[config.mk]
export PLATFORM = sky130hd
export DESIGN_NAME = acc_sched_flat
export DESIGN_NICKNAME = d
export VERILOG_FILES = /design/src/rtl/acc_sched_if.sv /design/src/rtl/acc_sched.sv /design/src/flat_wrapper.sv
export SDC_FILE = /design/constraint.sdc
export NUM_CORES = 1
export LEC_CHECK = 0
export ABC_CLOCK_PERIOD_IN_PS = 6200
export CAP_MARGIN = 10
export CORE_MARGIN = 2
export CORE_UTILIZATION = 58
export CTS_CLUSTER_DIAMETER = 200
export DETAILED_ROUTE_END_ITERATION = 10
export GPL_TIMING_DRIVEN = 0
export HOLD_SLACK_MARGIN = 0.02
export PLACE_DENSITY = 0.83
export SLEW_MARGIN = 20
export SYNTH_ARGS = -nofsm -noshare
export SYNTH_HDL_FRONTEND = slang
export SYNTH_SLANG_ARGS = --single-unit
[constraint.sdc]
create_clock -name clk -period 6.2 [get_ports clk]
set_clock_uncertainty 0.1 [all_clocks]
set_input_delay 1.24 -clock clk [delete_from_list [all_inputs] [get_ports clk]]
set_output_delay 1.24 -clock clk [all_outputs]
set_load 0.1 [all_outputs]
[src/rtl/acc_sched_if.sv]
`default_nettype none
// ============================================================================
//  Module      : acc_sched_if
//  Description : Sample stream bundle for the accumulator sequencer.
//                Input side  : sync_in, din, din_valid (from frame source)
//                Output side : dout, dout_valid, acc_done, acc_first,
//                              chan_idx (towards the accumulator)
//                master = frame source / observer, slave = acc_sched.
//  Revision    : 1.0 - initial release
// ============================================================================
interface acc_sched_if #(
    parameter int DIN_WIDTH  = 16,
    parameter int CHAN_WIDTH = 6
) ();
    logic                        sync_in;
    logic signed [DIN_WIDTH-1:0] din;
    logic                        din_valid;
    logic signed [DIN_WIDTH-1:0] dout;
    logic                        dout_valid;
    logic                        acc_done;
    logic                        acc_first;
    logic [CHAN_WIDTH-1:0]       chan_idx;

    modport master (
        output sync_in, din, din_valid,
        input  dout, dout_valid, acc_done, acc_first, chan_idx
    );

    modport slave (
        input  sync_in, din, din_valid,
        output dout, dout_valid, acc_done, acc_first, chan_idx
    );
endinterface
`default_nettype wire

[src/rtl/acc_sched.sv]
`default_nettype none
// ============================================================================
//  Module      : acc_sched
//  Description : Sequencing controller for a signed streaming accumulator.
//                Aligns to the frame sync, counts channels/frames and emits
//                the accumulation-restart strobe (acc_done) on every sample
//                of the first frame of each integration. Data is forwarded
//                with one cycle of latency, matching all control outputs.
//  Ports       : clk, rst_n (async, active low)
//                en        - level enable, low forces IDLE
//                arm       - start integrating at the next sync
//                acc_len   - frames per integration (0 behaves as 1)
//                bus       - stream bundle (acc_sched_if.slave)
//                acc_count - completed integrations since arm
//                frame_err - sticky sync misalignment flag, cleared by arm
//                busy      - controller not idle
//  Revision    : 1.0 - initial release
// ============================================================================
module acc_sched #(
    parameter int DIN_WIDTH  = 16,
    parameter int VEC_LEN    = 64,
    parameter int CHAN_WIDTH = 6,
    parameter int LEN_WIDTH  = 16,
    parameter int CNT_WIDTH  = 32
) (
    input  logic                 clk,
    input  logic                 rst_n,
    input  logic                 en,
    input  logic                 arm,
    input  logic [LEN_WIDTH-1:0] acc_len,
    acc_sched_if.slave           bus,
    output logic [CNT_WIDTH-1:0] acc_count,
    output logic                 frame_err,
    output logic                 busy
);

    localparam logic [CHAN_WIDTH-1:0] CHAN_LAST = CHAN_WIDTH'(VEC_LEN - 1);

    typedef enum logic [1:0] {
        IDLE      = 2'd0,
        WAIT_SYNC = 2'd1,
        RUN       = 2'd2
    } state_t;

    state_t                        state;
    logic [CHAN_WIDTH-1:0]         chan;        // channel of the next valid sample
    logic [LEN_WIDTH-1:0]          frame;       // frame of the next valid sample
    logic [LEN_WIDTH-1:0]          len_r;       // frames in the current integration
    logic                          first_int;   // inside the first integration

    logic signed [DIN_WIDTH-1:0]   dout_r;
    logic                          dout_valid_r;
    logic                          acc_done_r;
    logic                          acc_first_r;
    logic [CHAN_WIDTH-1:0]         chan_idx_r;

    // Sample-position bookkeeping for the sample currently at the input.
    logic [LEN_WIDTH-1:0]  len_in;
    logic                  take;
    logic                  resync;
    logic                  restart;
    logic [CHAN_WIDTH-1:0] cur_chan;
    logic [LEN_WIDTH-1:0]  cur_frame;
    logic [LEN_WIDTH-1:0]  cur_len;
    logic                  cur_first;
    logic                  wrap;
    logic                  int_end;

    always_comb begin
        len_in    = (acc_len == '0) ? LEN_WIDTH'(1) : acc_len;
        take      = bus.din_valid &&
                    ((state == RUN) || ((state == WAIT_SYNC) && bus.sync_in));
        // Sync landing mid-frame while running: realign to this sample.
        resync    = (state == RUN) && bus.sync_in && (chan != '0);
        restart   = (state == WAIT_SYNC) || resync;
        cur_chan  = restart ? '0 : chan;
        cur_frame = restart ? '0 : frame;
        // A resync reloads the length from acc_len; a fresh start uses the
        // value latched when armed.
        cur_len   = resync ? len_in : len_r;
        cur_first = restart ? 1'b1 : first_int;
        wrap      = (cur_chan == CHAN_LAST);
        int_end   = wrap && (cur_frame == cur_len - LEN_WIDTH'(1));
    end

    always_ff @(posedge clk or negedge rst_n) begin
        if (!rst_n) begin
            state        <= IDLE;
            chan         <= '0;
            frame        <= '0;
            len_r        <= '0;
            first_int    <= 1'b0;
            dout_r       <= '0;
            dout_valid_r <= 1'b0;
            acc_done_r   <= 1'b0;
            acc_first_r  <= 1'b0;
            chan_idx_r   <= '0;
            acc_count    <= '0;
            frame_err    <= 1'b0;
        end else begin
            dout_r       <= bus.din;
            dout_valid_r <= 1'b0;
            acc_done_r   <= 1'b0;
            acc_first_r  <= 1'b0;

            if (!en) begin
                state <= IDLE;
            end else begin
                case (state)
                    IDLE: begin
                        if (arm) begin
                            state     <= WAIT_SYNC;
                            frame_err <= 1'b0;
                            acc_count <= '0;
                            len_r     <= len_in;
                        end
                    end
                    WAIT_SYNC, RUN: begin
                        if (take) begin
                            state        <= RUN;
                            dout_valid_r <= 1'b1;
                            chan_idx_r   <= cur_chan;
                            acc_done_r   <= (cur_frame == '0);
                            acc_first_r  <= (cur_frame == '0) && cur_first;
                            if (resync) begin
                                frame_err <= 1'b1;
                            end
                            // Start of a follow-on integration completes one.
                            if ((cur_chan == '0) && (cur_frame == '0) && !cur_first) begin
                                acc_count <= acc_count + CNT_WIDTH'(1);
                            end
                            if (int_end) begin
                                chan      <= '0;
                                frame     <= '0;
                                len_r     <= len_in;
                                first_int <= 1'b0;
                            end else if (wrap) begin
                                chan      <= '0;
                                frame     <= cur_frame + LEN_WIDTH'(1);
                                len_r     <= cur_len;
                                first_int <= cur_first;
                            end else begin
                                chan      <= cur_chan + CHAN_WIDTH'(1);
                                frame     <= cur_frame;
                                len_r     <= cur_len;
                                first_int <= cur_first;
                            end
                        end
                    end
                    default: state <= IDLE;
                endcase
            end
        end
    end

    assign bus.dout       = dout_r;
    assign bus.dout_valid = dout_valid_r;
    assign bus.acc_done   = acc_done_r;
    assign bus.acc_first  = acc_first_r;
    assign bus.chan_idx   = chan_idx_r;
    assign busy           = (state != IDLE);

endmodule
`default_nettype wire

[src/flat_wrapper.sv]
// flat-port wrapper written by rule: the top's interface ports become plain ports
module acc_sched_flat 
#(
    parameter int DIN_WIDTH  = 16,
    parameter int VEC_LEN    = 64,
    parameter int CHAN_WIDTH = 6,
    parameter int LEN_WIDTH  = 16,
    parameter int CNT_WIDTH  = 32
)
  (clk, rst_n, en, arm, acc_len, acc_count, frame_err, busy, bus_sync_in, bus_din, bus_din_valid, bus_dout, bus_dout_valid, bus_acc_done, bus_acc_first, bus_chan_idx);
  acc_sched_if #(.DIN_WIDTH(DIN_WIDTH), .CHAN_WIDTH(CHAN_WIDTH)) bus_i ();
  input  logic clk;
  input  logic rst_n;
  input  logic en;
  input  logic arm;
  input  logic [LEN_WIDTH-1:0] acc_len;
  output logic [CNT_WIDTH-1:0] acc_count;
  output logic frame_err;
  output logic busy;
  input wire logic [$bits(bus_i.sync_in)-1:0] bus_sync_in;
  input wire logic [$bits(bus_i.din)-1:0] bus_din;
  input wire logic [$bits(bus_i.din_valid)-1:0] bus_din_valid;
  output wire logic [$bits(bus_i.dout)-1:0] bus_dout;
  output wire logic [$bits(bus_i.dout_valid)-1:0] bus_dout_valid;
  output wire logic [$bits(bus_i.acc_done)-1:0] bus_acc_done;
  output wire logic [$bits(bus_i.acc_first)-1:0] bus_acc_first;
  output wire logic [$bits(bus_i.chan_idx)-1:0] bus_chan_idx;
  assign bus_i.sync_in = bus_sync_in;
  assign bus_i.din = bus_din;
  assign bus_i.din_valid = bus_din_valid;
  assign bus_dout = bus_i.dout;
  assign bus_dout_valid = bus_i.dout_valid;
  assign bus_acc_done = bus_i.acc_done;
  assign bus_acc_first = bus_i.acc_first;
  assign bus_chan_idx = bus_i.chan_idx;
  acc_sched #(.DIN_WIDTH(DIN_WIDTH), .VEC_LEN(VEC_LEN), .CHAN_WIDTH(CHAN_WIDTH), .LEN_WIDTH(LEN_WIDTH), .CNT_WIDTH(CNT_WIDTH)) u_core (.clk(clk), .rst_n(rst_n), .en(en), .arm(arm), .acc_len(acc_len), .bus(bus_i), .acc_count(acc_count), .frame_err(frame_err), .busy(busy));
endmodule
==> results of run 1 <==
## path summary, 6_finish.rpt
kind / slack (ns) / startpoint / endpoint
setup / recovery: 0.47 / bus_sync_in / u_core.len_r[12]$_DFFE_PN0P_
hold / removal: 0.39 / u_core.bus.chan_idx[4]$_DFFE_PN0P_ / u_core.bus.chan_idx[4]$_DFFE_PN0P_
setup reg to reg: 0.86 / u_core.chan[4]$_DFFE_PN0P_ / u_core.len_r[12]$_DFFE_PN0P_
hold reg to reg: 0.39 / u_core.bus.chan_idx[4]$_DFFE_PN0P_ / u_core.bus.chan_idx[4]$_DFFE_PN0P_
max in group asynchronous: 4.71 / rst_n / u_core.state[0]$_DFFE_PN0P_
min in group asynchronous: 0.70 / rst_n / u_core.len_r[15]$_DFFE_PN0P_
## cell families after synthesis
| family | Yosys count |
|---|---|
| AO/OA/AOI/OAI | 109 |
| multiplexers | 23 |
| buffers and inverters | 52 |
| adder cells (fa/ha/maj) | 10 |
| flip-flops | 99 |
| AND/OR/NAND/NOR | 273 |
| XOR/XNOR | 54 |
## cells in the mapped netlist (9+ instances only)
master,count,share of area (%)
nor4_1,15,1.6
and3_1,9,0.99
ha_1,10,2.2
nor2_1,70,4.6
o31ai_1,11,1.4
nand3_1,30,2.6
clkbuf_1,27,1.8
xnor2_1,24,3.7
mux2_2,9,1.8
inv_1,20,1.3
o21ai_0,28,2.5
nor2b_1,10,1.1
nand2_1,63,4.1
nand4_1,12,1.3
nor3_1,23,2.0
dfrtp_1,99,43
a21oi_1,16,1.4
xor2_1,30,4.6
## registers in the layout, summed over array words and instances, names as in the netlist
name                   cells
u_core.acc_count          32
u_core.len_r              16
u_core.frame              16
u_core.frame_err           1
u_core.bus.acc_first       1
u_core.first_int           1
u_core.state               2
u_core.bus.chan_idx        6
u_core.bus.dout_valid      1
u_core.chan                6
u_core.bus.acc_done        1
u_core.bus.dout           16
## power groups by stage
stage	registers [mW]	clock network [mW]	logic (mW)
final	0.802	0.413	0.728
after global routing	0.813	0.446	0.787
after CTS	0.801	0.423	0.727
after detailed placement	0.814	0	0.721
after global placement	0.809	0	0.697
after floorplan	0.889	0	0.450
## worst min-delay path, stage by stage, from the launching register on
cell and delay [ns]:
dfrtp_1 0.36, nand2_1 0.05, nand2_1 0.05
## layer usage
metal / part of all wire, % / GRT usage (%) / routed length [um]
met5: 0 / 0 / 0
met4: 1.8 / 11.2 / 259
met3: 6.0 / 2.96 / 874
met2: 50 / 48.6 / 7250
met1: 42 / 37.7 / 6100
## per-stage QoR
step | std cells | setup slack [ns] | util (%) | hold WS [ns] | area (um2)
3_5_place_dp | 850 | 0.192 | 71.0 | 0.358 | 6870
2_1_floorplan | 620 | 1.42 | - | 0.373 | 5710
6_report | 866 | 0.470 | 72.9 | 0.386 | 7060
3_3_place_gp | 849 | 0.0249 | 70.6 | 0.355 | 6840
4_1_cts | 866 | 0.484 | 72.9 | 0.386 | 7060
5_1_grt | 866 | 0.139 | 72.9 | 0.415 | 7060
## area by class of cell
class,instances,share of cell area [%]
inverter,20,1.06
clock buffer,10,1.81
clock inverter,6,0.903
tap,133,2.36
buffer,32,1.88
sequential,99,35.1
multi-input combinational,469,42.9
timing repair buffer,97,14.0
==> summary.md, run 1 <==
| Metric | Value |
|---|---|
| Status | `completed` |
| Synth Area in Compound Gates | `13.5%` |
| Startpoint types | `input port` |
| Die width | `103 um` |
| Root Buffer | `clkbuf_8` |
| RSZ-0062 raised after global routing | `no` |
| Most common cell after layout, fill and taps aside | `dfrtp_1` |
| Via count | `5,131` |
| Netlist cell types | `62` |
| Synth-to-Final Area Change | `23.7%` |
| Worst setup path class | `in -> reg` |
| CTS buffer count | `9` |
| Core Box Area | `0.00968 mm2` |
| Slowest CP cell | `nor2_1` |
| Fin crit period | `5.73 ns` |
| Pin count of the biggest net entering global routing | `54` |
| Core Rows | `36` |
| Simple-Gate Fraction of Synth Area | `24.1%` |
| Top-level I/O count | `97` |
| Crit end category | `flop` |
| Ant diodes | `0` |
| FILL cells | `708` |
| Max Cap Viol | `0` |
| Clock power frac | `21.2%` |
| CP Data Required Time | `6.35 ns` |
| Largest family of logic cells by synthesized area | `simple AND/OR/NAND/NOR gates` |
| Xor and xnor area share after synthesis | `8.28%` |
| Sequential area share after synthesis | `43.4%` |
| Top cell by count, worst path | `clkbuf_1` |
| Tcrit/Tclk final | `92.4%` |
| Worst EP arrival | `5.88 ns` |
| H-tree depth | `3` |
| Switch share | `38.4%` |
| Vias in the first global route | `4,932` |
| Area occupied by multi-input gates | `0.00303 mm2` |
| Highest-count cells in the layout ignoring fill and taps | `dfrtp_1, clkdlybuf4s50_1, nor2_1` |
| Hold path depth | `2` |
| CP delay by family, top | `buffers and inverters` |
| GR Util All Layers | `28.5%` |
| Register area | `0.00248 mm2` |
| Post-CTS setup buffers | `0` |
| IO buf count | `96` |
| DRT Pass-1 Iters | `5` |
| Layout cell share with drive strength beyond 1 | `6.55%` |
| HP Class | `reg -> reg` |
| Lkg Pwr | `3.02 nW` |
| Combinational share of power | `37.5%` |
| Critical path buffers and inverters | `6` |
| Worst IR drop on VDD | `0.181 mV` |
| Initial Util | `59.0%` |
| Cell chain of the critical path | `clkdlybuf4s50_1, nand2_1, a21oi_1, clkbuf_1, nor2_1, clkbuf_1, nand2_1, inv_1, ha_1, and3_1, and4_1, clkbuf_1, o2111ai_1, a2111oi_4, o21ai_2, buf_6, mux2_4` |
| CTS Buffer Depth | `2` |
| Syn nets | `668` |
| Post-synthesis cell area | `0.00571 mm2` |
| Initial antenna violation count | `0` |
| Drt via density | `5.92` |
| Synth Register Bits | `99` |
| Pwr Total | `1.94 mW` |
| Synthesized area per cell | `9.21 um2` |
| Slew headroom | `32.4%` |
| Post-CTS sizing | `0` |
| CTS clock-pin slew for the worst setup and hold paths | `0.09 ns` |
| Setup TNS Final | `0 ns` |
| Adder-Cell Fraction of Synth Area | `2.19%` |
| Worst Path Max Fanout | `10` |
| Fmax | `0.175 GHz` |
| Crit-path max cell delay | `0.50 ns` |
| Max Slew Vio Count | `0` |
| Number of DRC markers in iteration 0 | `325` |
| Total Routed Length | `14.5 mm` |
| Routed length per instance | `16.7 um` |
| Routability cong. | `0.925` |
| Async SR Flop Fraction | `100%` |
| EDFF count, synth | `0` |
| Slew of the pin with the lowest slew margin | `1.01 ns` |
| Switching power | `0.746 mW` |
| Global-route wire length before repair | `23.8 mm` |
| Worst skew pair latency | `0.37 ns` |
| Num Clock Sinks | `99` |
| Most used DFF post-synth | `dfrtp_1` |
| Crit path depth | `17` |
| Syn Inst Count | `620` |
| Total Nets Final | `776` |
| Yosys warns | `0` |
| Final hold viol count | `0` |
| DP HPWL | `10.7 mm` |
| Die ar. | `0.0107 mm2` |
| Routed Antenna Nets | `0` |
| TritonCTS clock tree | `yes` |
| Post-synthesis mux area share | `4.93%` |
| Number of remaining DRC errors | `0` |
| Final setup violation count | `0` |
| Die height | `103 um` |
| Sequential share of power | `41.3%` |
| Internal | `1.20 mW` |
| GR Overflow Total | `0` |
| Worst R2R Path Depth | `16` |
| Hold-fix buffers, CTS | `0` |
| Pwr per Cell Area | `275 mW/mm2` |
Note: power is estimated with default switching activity, not from simulation.
==> inputs of run 2 (changes only) <==
--- a/config.mk
+++ b/config.mk
@@ -11,7 +11,7 @@
 export CORE_UTILIZATION = 58
 export CTS_CLUSTER_DIAMETER = 200
 export DETAILED_ROUTE_END_ITERATION = 10
-export GPL_TIMING_DRIVEN = 0
+export GPL_TIMING_DRIVEN = 1
 export HOLD_SLACK_MARGIN = 0.02
 export PLACE_DENSITY = 0.83
 export SLEW_MARGIN = 20
==> run 2 against run 1 <==
  * Critical path depth shrank 2
  * Sequential share of layout area grew 0.44 points
  * Critical path type unchanged
  * Sequential cell count is the same
  * Largest cell class unchanged
  * Highest routed layer unchanged
  * Combinational power shrank 6.0%
  * Sequential power grew 4.4%
==> summary.md, run 2 (synthesized netlist as in run 1, its figures left out) <==
| Metric | Value |
|---|---|
| Hold Path Origin | `u_core.bus.chan_idx[4]$_DFFE_PN0P_` |
| Startpoint types | `input port` |
| Final hold viol count | `0 (unchanged)` |
| Highest-count cells in the layout ignoring fill and taps | `dfrtp_1, clkdlybuf4s50_1, nor2_1` |
| Initial Util | `59.0% (unchanged)` |
| Max Cap Viol | `0 (unchanged)` |
| Ant diodes | `0 (unchanged)` |
| Number of flip-flops in the largest register | `32 (unchanged)` |
| Core Box Area | `0.00968 mm2 (unchanged)` |
| Post-CTS setup buffers | `0 (unchanged)` |
| RSZ-0062 raised after global routing | `no` |
| CTS clock-pin slew for the worst setup and hold paths | `0.09 ns (about the same)` |
| Die width | `103 um (unchanged)` |
| Final worst slack | `0.909 ns (+0.439 ns)` |
| Tcrit/Tclk final | `85.3% (-7.1 points)` |
| Worst R2R Path Depth | `12 (-4)` |
| GR Overflow Total | `0 (unchanged)` |
| Via count | `5,081 (-0.97%)` |
| Routed Antenna Nets | `0 (unchanged)` |
| R2R Setup Slk | `1.58 ns (+0.72 ns)` |
| TritonCTS clock tree | `yes` |
| Fmax | `0.189 GHz (+8.3%)` |
| Setup TNS Final | `0 ns (unchanged)` |
| Pwr per Cell Area | `280 mW/mm2 (+1.9%)` |
| Layout cell share with drive strength beyond 1 | `7.48% (+0.93 points)` |
| Root Buffer | `clkbuf_8` |
| Worst setup path class | `in -> reg` |
| Min-Delay Endpoint | `u_core.bus.chan_idx[4]$_DFFE_PN0P_` |
| Worst IR drop on VDD | `0.260 mV (+44%)` |
| CP delay by family, top | `compound AO/OA/AOI/OAI gates` |
| Routed length per instance | `16.8 um (+0.42%)` |
| Number of DRC markers in iteration 0 | `308 (-5.2%)` |
| GR Util All Layers | `27.8% (-0.72 points)` |
| R2r endpoint | `u_core.len_r[15]$_DFFE_PN0P_` |
| Hold path depth | `2 (unchanged)` |
| HP Class | `reg -> reg` |
| Slew headroom | `29.9% (-2.4 points)` |
| R2r startpoint | `u_core.chan[4]$_DFFE_PN0P_` |
| Global-route wire length before repair | `23.1 mm (-3.0%)` |
| Worst EP arrival | `5.46 ns (-0.42 ns)` |
| Routability cong. | `0.973 (+5.2%)` |
| Max Slew Vio Count | `0 (unchanged)` |
| Utilization after layout | `72.0% (-0.90 points)` |
| Sequential share of power | `42.8% (+1.5 points)` |
| Cell chain of the critical path | `clkdlybuf4s50_1, or4_4, or3_4, nor3_1, nor2_1, nor2_1, a21oi_1, ha_1, xnor2_1, xnor2_1, o41ai_1, o2111ai_1, a2111oi_4, o21ai_2, mux2_4` |
| Switching power | `0.754 mW (+1.0%)` |
| Post-CTS sizing | `0 (unchanged)` |
| H-tree depth | `3 (unchanged)` |
| Status | `completed` |
| IO buf count | `96 (unchanged)` |
| Fin crit period | `5.29 ns (-0.439 ns)` |
| Internal | `1.20 mW (+0.41%)` |
| Most common cell after layout, fill and taps aside | `dfrtp_1` |
| FILL cells | `734 (+3.7%)` |
| CP Data Required Time | `6.37 ns (+0.02 ns)` |
| Combinational share of power | `35.0% (-2.5 points)` |
| Inst Count DP | `826 (-2.8%)` |
| Top-level I/O count | `97 (unchanged)` |
| Drt via density | `6.03 (+1.8%)` |
| Initial antenna violation count | `0 (unchanged)` |
| Number of remaining DRC errors | `0 (unchanged)` |
| Total Nets Final | `752 (-3.1%)` |
| Slew of the pin with the lowest slew margin | `1.05 ns (+0.0395 ns)` |
| Crit end category | `flop` |
| Biggest register | `u_core.acc_count` |
| DRT Pass-1 Iters | `5 (unchanged)` |
| Placement Setup Slack | `0.513 ns (+0.322 ns)` |
| Core Rows | `36 (unchanged)` |
| Lkg Pwr | `3.01 nW (-0.43%)` |
| Die height | `103 um (unchanged)` |
| Pin count of the biggest net entering global routing | `66 (+22%)` |
| CTS buffer count | `9 (unchanged)` |
| Worst Path Max Fanout | `16 (+6)` |
| Hold-fix buffers, CTS | `0 (unchanged)` |
| Switch share | `38.5% (+0.15 points)` |
| Crit path depth | `15 (-2)` |
| DP HPWL | `10.0 mm (-6.7%)` |
| Clock power frac | `22.3% (+1.1 points)` |
| Num Clock Sinks | `99 (unchanged)` |
| Post-Layout Cell Count | `842 (-2.8%)` |
| Total Routed Length | `14.1 mm (-2.4%)` |
| Critical path buffers and inverters | `1 (-5)` |
| Worst skew pair latency | `0.39 ns (+0.02 ns)` |
| CTS Buffer Depth | `2 (unchanged)` |
| Vias in the first global route | `4,902 (-0.61%)` |
| Synth-to-Final Area Change | `22.2%` |
| Final setup violation count | `0 (unchanged)` |
| Crit-path max cell delay | `0.58 ns (+0.08 ns)` |
| Die ar. | `0.0107 mm2 (unchanged)` |
| Slowest CP cell | `or4_4` |
-- run 2: per-stage QoR --
stage | hold slack, ns | cell area [um2] | total power [mW]
6_report | 0.391 | 6980 | 1.96
3_3_place_gp | 0.360 | 6780 | 1.50
5_1_grt | 0.413 | 6980 | 2.06
3_5_place_dp | 0.367 | 6780 | 1.52
2_1_floorplan | 0.373 | 5710 | 1.34
4_1_cts | 0.395 | 6980 | 1.96
-- run 2: layout make-up --
cell class	instances	area (um2)	share of cell area (%)
inverter	20	75.1	1.08
sequential	99	2480	35.5
clock buffer	11	141	2.03
tap	133	166	2.39
multi-input combinational	469	3030	43.4
clock inverter	5	60.1	0.861
timing repair buffer	105	1030	14.7
-- run 2: worst reg2reg max path, stage by stage, from the launching register on --
cell and delay (ns):
dfrtp_1 0.46, nor4_2 0.28, buf_4 0.19, a21o_1 0.52, nor2_1 0.11, a21oi_1 0.15, ha_1 0.31, or4b_2 0.61
o21ai_0 0.18, or3_1 0.25, a2111oi_4 0.10, o21ai_2 0.82, mux2_2 0.43
-- run 2: routing by layer --
metal	vias to the layer above	GRT usage [%]	part of all wire, %
met5	-	0	0
met4	0	10.3	2.5
met3	35	6.79	6.5
met2	195	45.7	49
met1	2478	36.0	42
li1	2373	-	-
-- run 2: power groups by stage --
| stage | sequential [mW] | combinational [mW] | clock (mW) |
|---|---|---|---|
| global placement | 0.840 | 0.657 | 0 |
| detailed placement | 0.845 | 0.676 | 0 |
| finish | 0.837 | 0.684 | 0.436 |
| global route | 0.849 | 0.739 | 0.469 |
| CTS | 0.833 | 0.681 | 0.443 |
| floorplan | 0.889 | 0.450 | 0 |
-- run 2: worst max-delay path by stage --
stage	from	endpoint
2_1_floorplan	acc_len[7]	u_core.len_r[11]$_DFFE_PN0P_
3_3_place_gp	acc_len[7]	u_core.len_r[11]$_DFFE_PN0P_
3_5_place_dp	acc_len[7]	u_core.len_r[11]$_DFFE_PN0P_
4_1_cts	acc_len[7]	u_core.len_r[4]$_DFFE_PN0P_
5_1_grt	acc_len[7]	u_core.len_r[4]$_DFFE_PN0P_
6_report	acc_len[7]	u_core.len_r[4]$_DFFE_PN0P_
==> inputs of run 3 (changes only) <==
--- a/config.mk
+++ b/config.mk
@@ -8,12 +8,13 @@
 export ABC_CLOCK_PERIOD_IN_PS = 6200
 export CAP_MARGIN = 10
 export CORE_MARGIN = 2
-export CORE_UTILIZATION = 58
+export CORE_UTILIZATION = 60
+export CTS_BUF_LIST = sky130_fd_sc_hd__clkbuf_2 sky130_fd_sc_hd__clkbuf_4 sky130_fd_sc_hd__clkbuf_8
 export CTS_CLUSTER_DIAMETER = 200
 export DETAILED_ROUTE_END_ITERATION = 10
 export GPL_TIMING_DRIVEN = 1
 export HOLD_SLACK_MARGIN = 0.02
-export PLACE_DENSITY = 0.83
+export PLACE_DENSITY = 0.86
 export SLEW_MARGIN = 20
 export SYNTH_ARGS = -nofsm -noshare
 export SYNTH_HDL_FRONTEND = slang
==> run 3 against run 2 <==
  * Combinational power about the same
  * Hold slack worse by 0.010 ns
  * Sequential share of layout area about the same
  * Core utilization up 3.4 points
  * Sequential cell count unchanged
  * Clock power is essentially flat
  * Critical path type unchanged
  * Critical endpoint is now u_core.len_r[2]$_DFFE_PN0P_
  * Largest cell class unchanged
==> summary.md, run 3 (synthesized netlist as in run 1, its figures left out) <==
| Metric | Value |
|---|---|
| Die height | `102 um (-1.6%)` |
| H-tree depth | `3 (unchanged)` |
| DP HPWL | `10.4 mm (+4.0%)` |
| IO buf count | `96 (unchanged)` |
| Die ar. | `0.0103 mm2 (-3.2%)` |
| Final worst slack | `0.882 ns (-0.0268 ns)` |
| Slew headroom | `28.6% (-1.4 points)` |
| Routed length per instance | `17.4 um (+3.4%)` |
| Core Rows | `35 (-2.8%)` |
| Crit end category | `flop` |
| Worst setup path class | `in -> reg` |
| Global-route wire length before repair | `23.8 mm (+3.2%)` |
| Num Clock Sinks | `99 (unchanged)` |
| Lkg Pwr | `3.01 nW (about the same)` |
| RSZ-0062 raised after global routing | `no` |
| Status | `completed` |
| Top-level I/O count | `97 (unchanged)` |
| Most common cell after layout, fill and taps aside | `dfrtp_1` |
| Routability cong. | `0.906 (-6.8%)` |
| Routed Antenna Nets | `0 (unchanged)` |
| Number of remaining DRC errors | `0 (unchanged)` |
| R2R Setup Slk | `1.61 ns (+0.03 ns)` |
| Setup TNS Final | `0 ns (unchanged)` |
| R2r endpoint | `u_core.len_r[6]$_DFFE_PN0P_` |
| Worst IR drop on VDD | `0.149 mV (-43%)` |
| GR Overflow Total | `0 (unchanged)` |
| Pwr per Cell Area | `281 mW/mm2 (about the same)` |
| Number of flip-flops in the largest register | `32 (unchanged)` |
| Core Box Area | `0.00924 mm2 (-4.6%)` |
| Worst EP arrival | `5.48 ns (+0.02 ns)` |
| Worst skew pair latency | `0.38 ns (about the same)` |
| GR Util All Layers | `29.2% (+1.4 points)` |
| Post-CTS setup buffers | `0 (unchanged)` |
| Max Cap Viol | `0 (unchanged)` |
| Synth-to-Final Area Change | `22.1% (about the same)` |
| Hold path depth | `2 (unchanged)` |
| Final setup violation count | `0 (unchanged)` |
| Hold-fix buffers, CTS | `0 (unchanged)` |
| Vias in the first global route | `4,863 (-0.80%)` |
| Tcrit/Tclk final | `85.8% (+0.43 points)` |
| Worst R2R Path Depth | `11 (-1)` |
| Layout cell share with drive strength beyond 1 | `7.62% (+0.14 points)` |
| Slew of the pin with the lowest slew margin | `1.07 ns (+0.0205 ns)` |
| Drt via density | `6.07 (+0.66%)` |
| Die width | `102 um (-1.6%)` |
| Startpoint types | `input port` |
| CP Data Required Time | `6.36 ns (about the same)` |
| Final hold viol count | `0 (unchanged)` |
| Total Routed Length | `14.6 mm (+2.9%)` |
| HP Class | `reg -> reg` |
| Placement Setup Slack | `0.506 ns (-0.00676 ns)` |
| Fin crit period | `5.32 ns (+0.0268 ns)` |
| Pin count of the biggest net entering global routing | `56 (-15%)` |
| R2r startpoint | `u_core.chan[4]$_DFFE_PN0P_` |
| Hold Path Origin | `u_core.bus.chan_idx[3]$_DFFE_PN0P_` |
| CTS buffer count | `9 (unchanged)` |
| Worst Path Max Fanout | `16 (unchanged)` |
| Biggest register | `u_core.acc_count` |
| Via count | `5,090 (+0.18%)` |
| Max Slew Vio Count | `0 (unchanged)` |
| Initial Util | `61.8% (+2.8 points)` |
| Number of DRC markers in iteration 0 | `413 (+34%)` |
| Fmax | `0.188 GHz (-0.50%)` |
| Highest-count cells in the layout ignoring fill and taps | `dfrtp_1, clkdlybuf4s50_1, nor2_1` |
| CTS clock-pin slew for the worst setup and hold paths | `0.10 ns (about the same)` |
| Initial antenna violation count | `0 (unchanged)` |
| Total Nets Final | `752 (unchanged)` |
| TritonCTS clock tree | `yes` |
| CTS Buffer Depth | `2 (unchanged)` |
| Root Buffer | `clkbuf_8` |
| Ant diodes | `0 (unchanged)` |
| Post-CTS sizing | `0 (unchanged)` |
| Min-Delay Endpoint | `u_core.bus.chan_idx[3]$_DFFE_PN0P_` |
| DRT Pass-1 Iters | `5 (unchanged)` |
## run 3: cell types whose count changed in the layout (fill, tap and decap cells not counted)
cell | before | now
clkbuf_1 | 1 | 0
clkbuf_4 | 0 | 1
clkbuf_8 | 10 | 9
clkinv_4 | 1 | 0
inv_6 | 1 | 2
inv_8 | 0 | 1
## run 3: routing by layer
metal	track usage, %	wire length (um)
met1	38.4	6030
met3	4.28	818
met5	0	0
met2	49.7	7430
met4	9.56	279
## run 3: power by group
part           leakage (nW)  internal, mW  total [mW]  switching, mW
logic                  1.60         0.284       0.684          0.400
clock network         0.103         0.196       0.435          0.239
registers              1.31         0.719       0.838          0.119
total                  3.01          1.20        1.96          0.758
## run 3: layout make-up
class                   instances  area (um2)
repair buffers                105        1030
fillers                       662        2270
flip-flops and latches         99        2480
well taps                     129         161
inverters                      20        75.1
clock inverters                 6        71.3
clock buffers                  10         131
multi-input cells             469        3030
## run 3: critical path: stages
cell	delay, ns
clkdlybuf4s50_1	0.50
or4_4	0.58
or3_4	0.40
nor3_1	0.20
nor2_1	0.09
nor2_1	0.09
a21oi_1	0.05
ha_1	0.30
xnor2_1	0.21
xnor2_1	0.10
o41ai_1	0.41
o2111ai_1	0.23
a2111oi_4	0.27
o21ai_2	0.36
mux2_4	0.43
## run 3: metrics by stage
stage / power, mW / utilization (%) / hold slack [ns] / cell area [um2] / instances
2_1_floorplan: 1.34 / - / 0.373 / 5710 / 620
3_3_place_gp: 1.50 / 73.3 / 0.353 / 6770 / 822
3_5_place_dp: 1.52 / 73.3 / 0.362 / 6770 / 822
4_1_cts: 1.96 / 75.5 / 0.387 / 6970 / 838
5_1_grt: 2.05 / 75.5 / 0.417 / 6970 / 838
6_report: 1.96 / 75.5 / 0.381 / 6970 / 838
## run 3: worst max-delay path by stage
stage / start / to / slack (ns) / cells past startpoint
3_3_place_gp: acc_len[7] / u_core.len_r[3]$_DFFE_PN0P_ / 0.63 / 15
6_report: acc_len[7] / u_core.len_r[2]$_DFFE_PN0P_ / 0.88 / 15
4_1_cts: acc_len[7] / u_core.len_r[13]$_DFFE_PN0P_ / 0.89 / 15
2_1_floorplan: acc_len[7] / u_core.len_r[11]$_DFFE_PN0P_ / 1.42 / 15
5_1_grt: acc_len[7] / u_core.len_r[4]$_DFFE_PN0P_ / 0.52 / 15
3_5_place_dp: acc_len[7] / u_core.len_r[13]$_DFFE_PN0P_ / 0.51 / 15
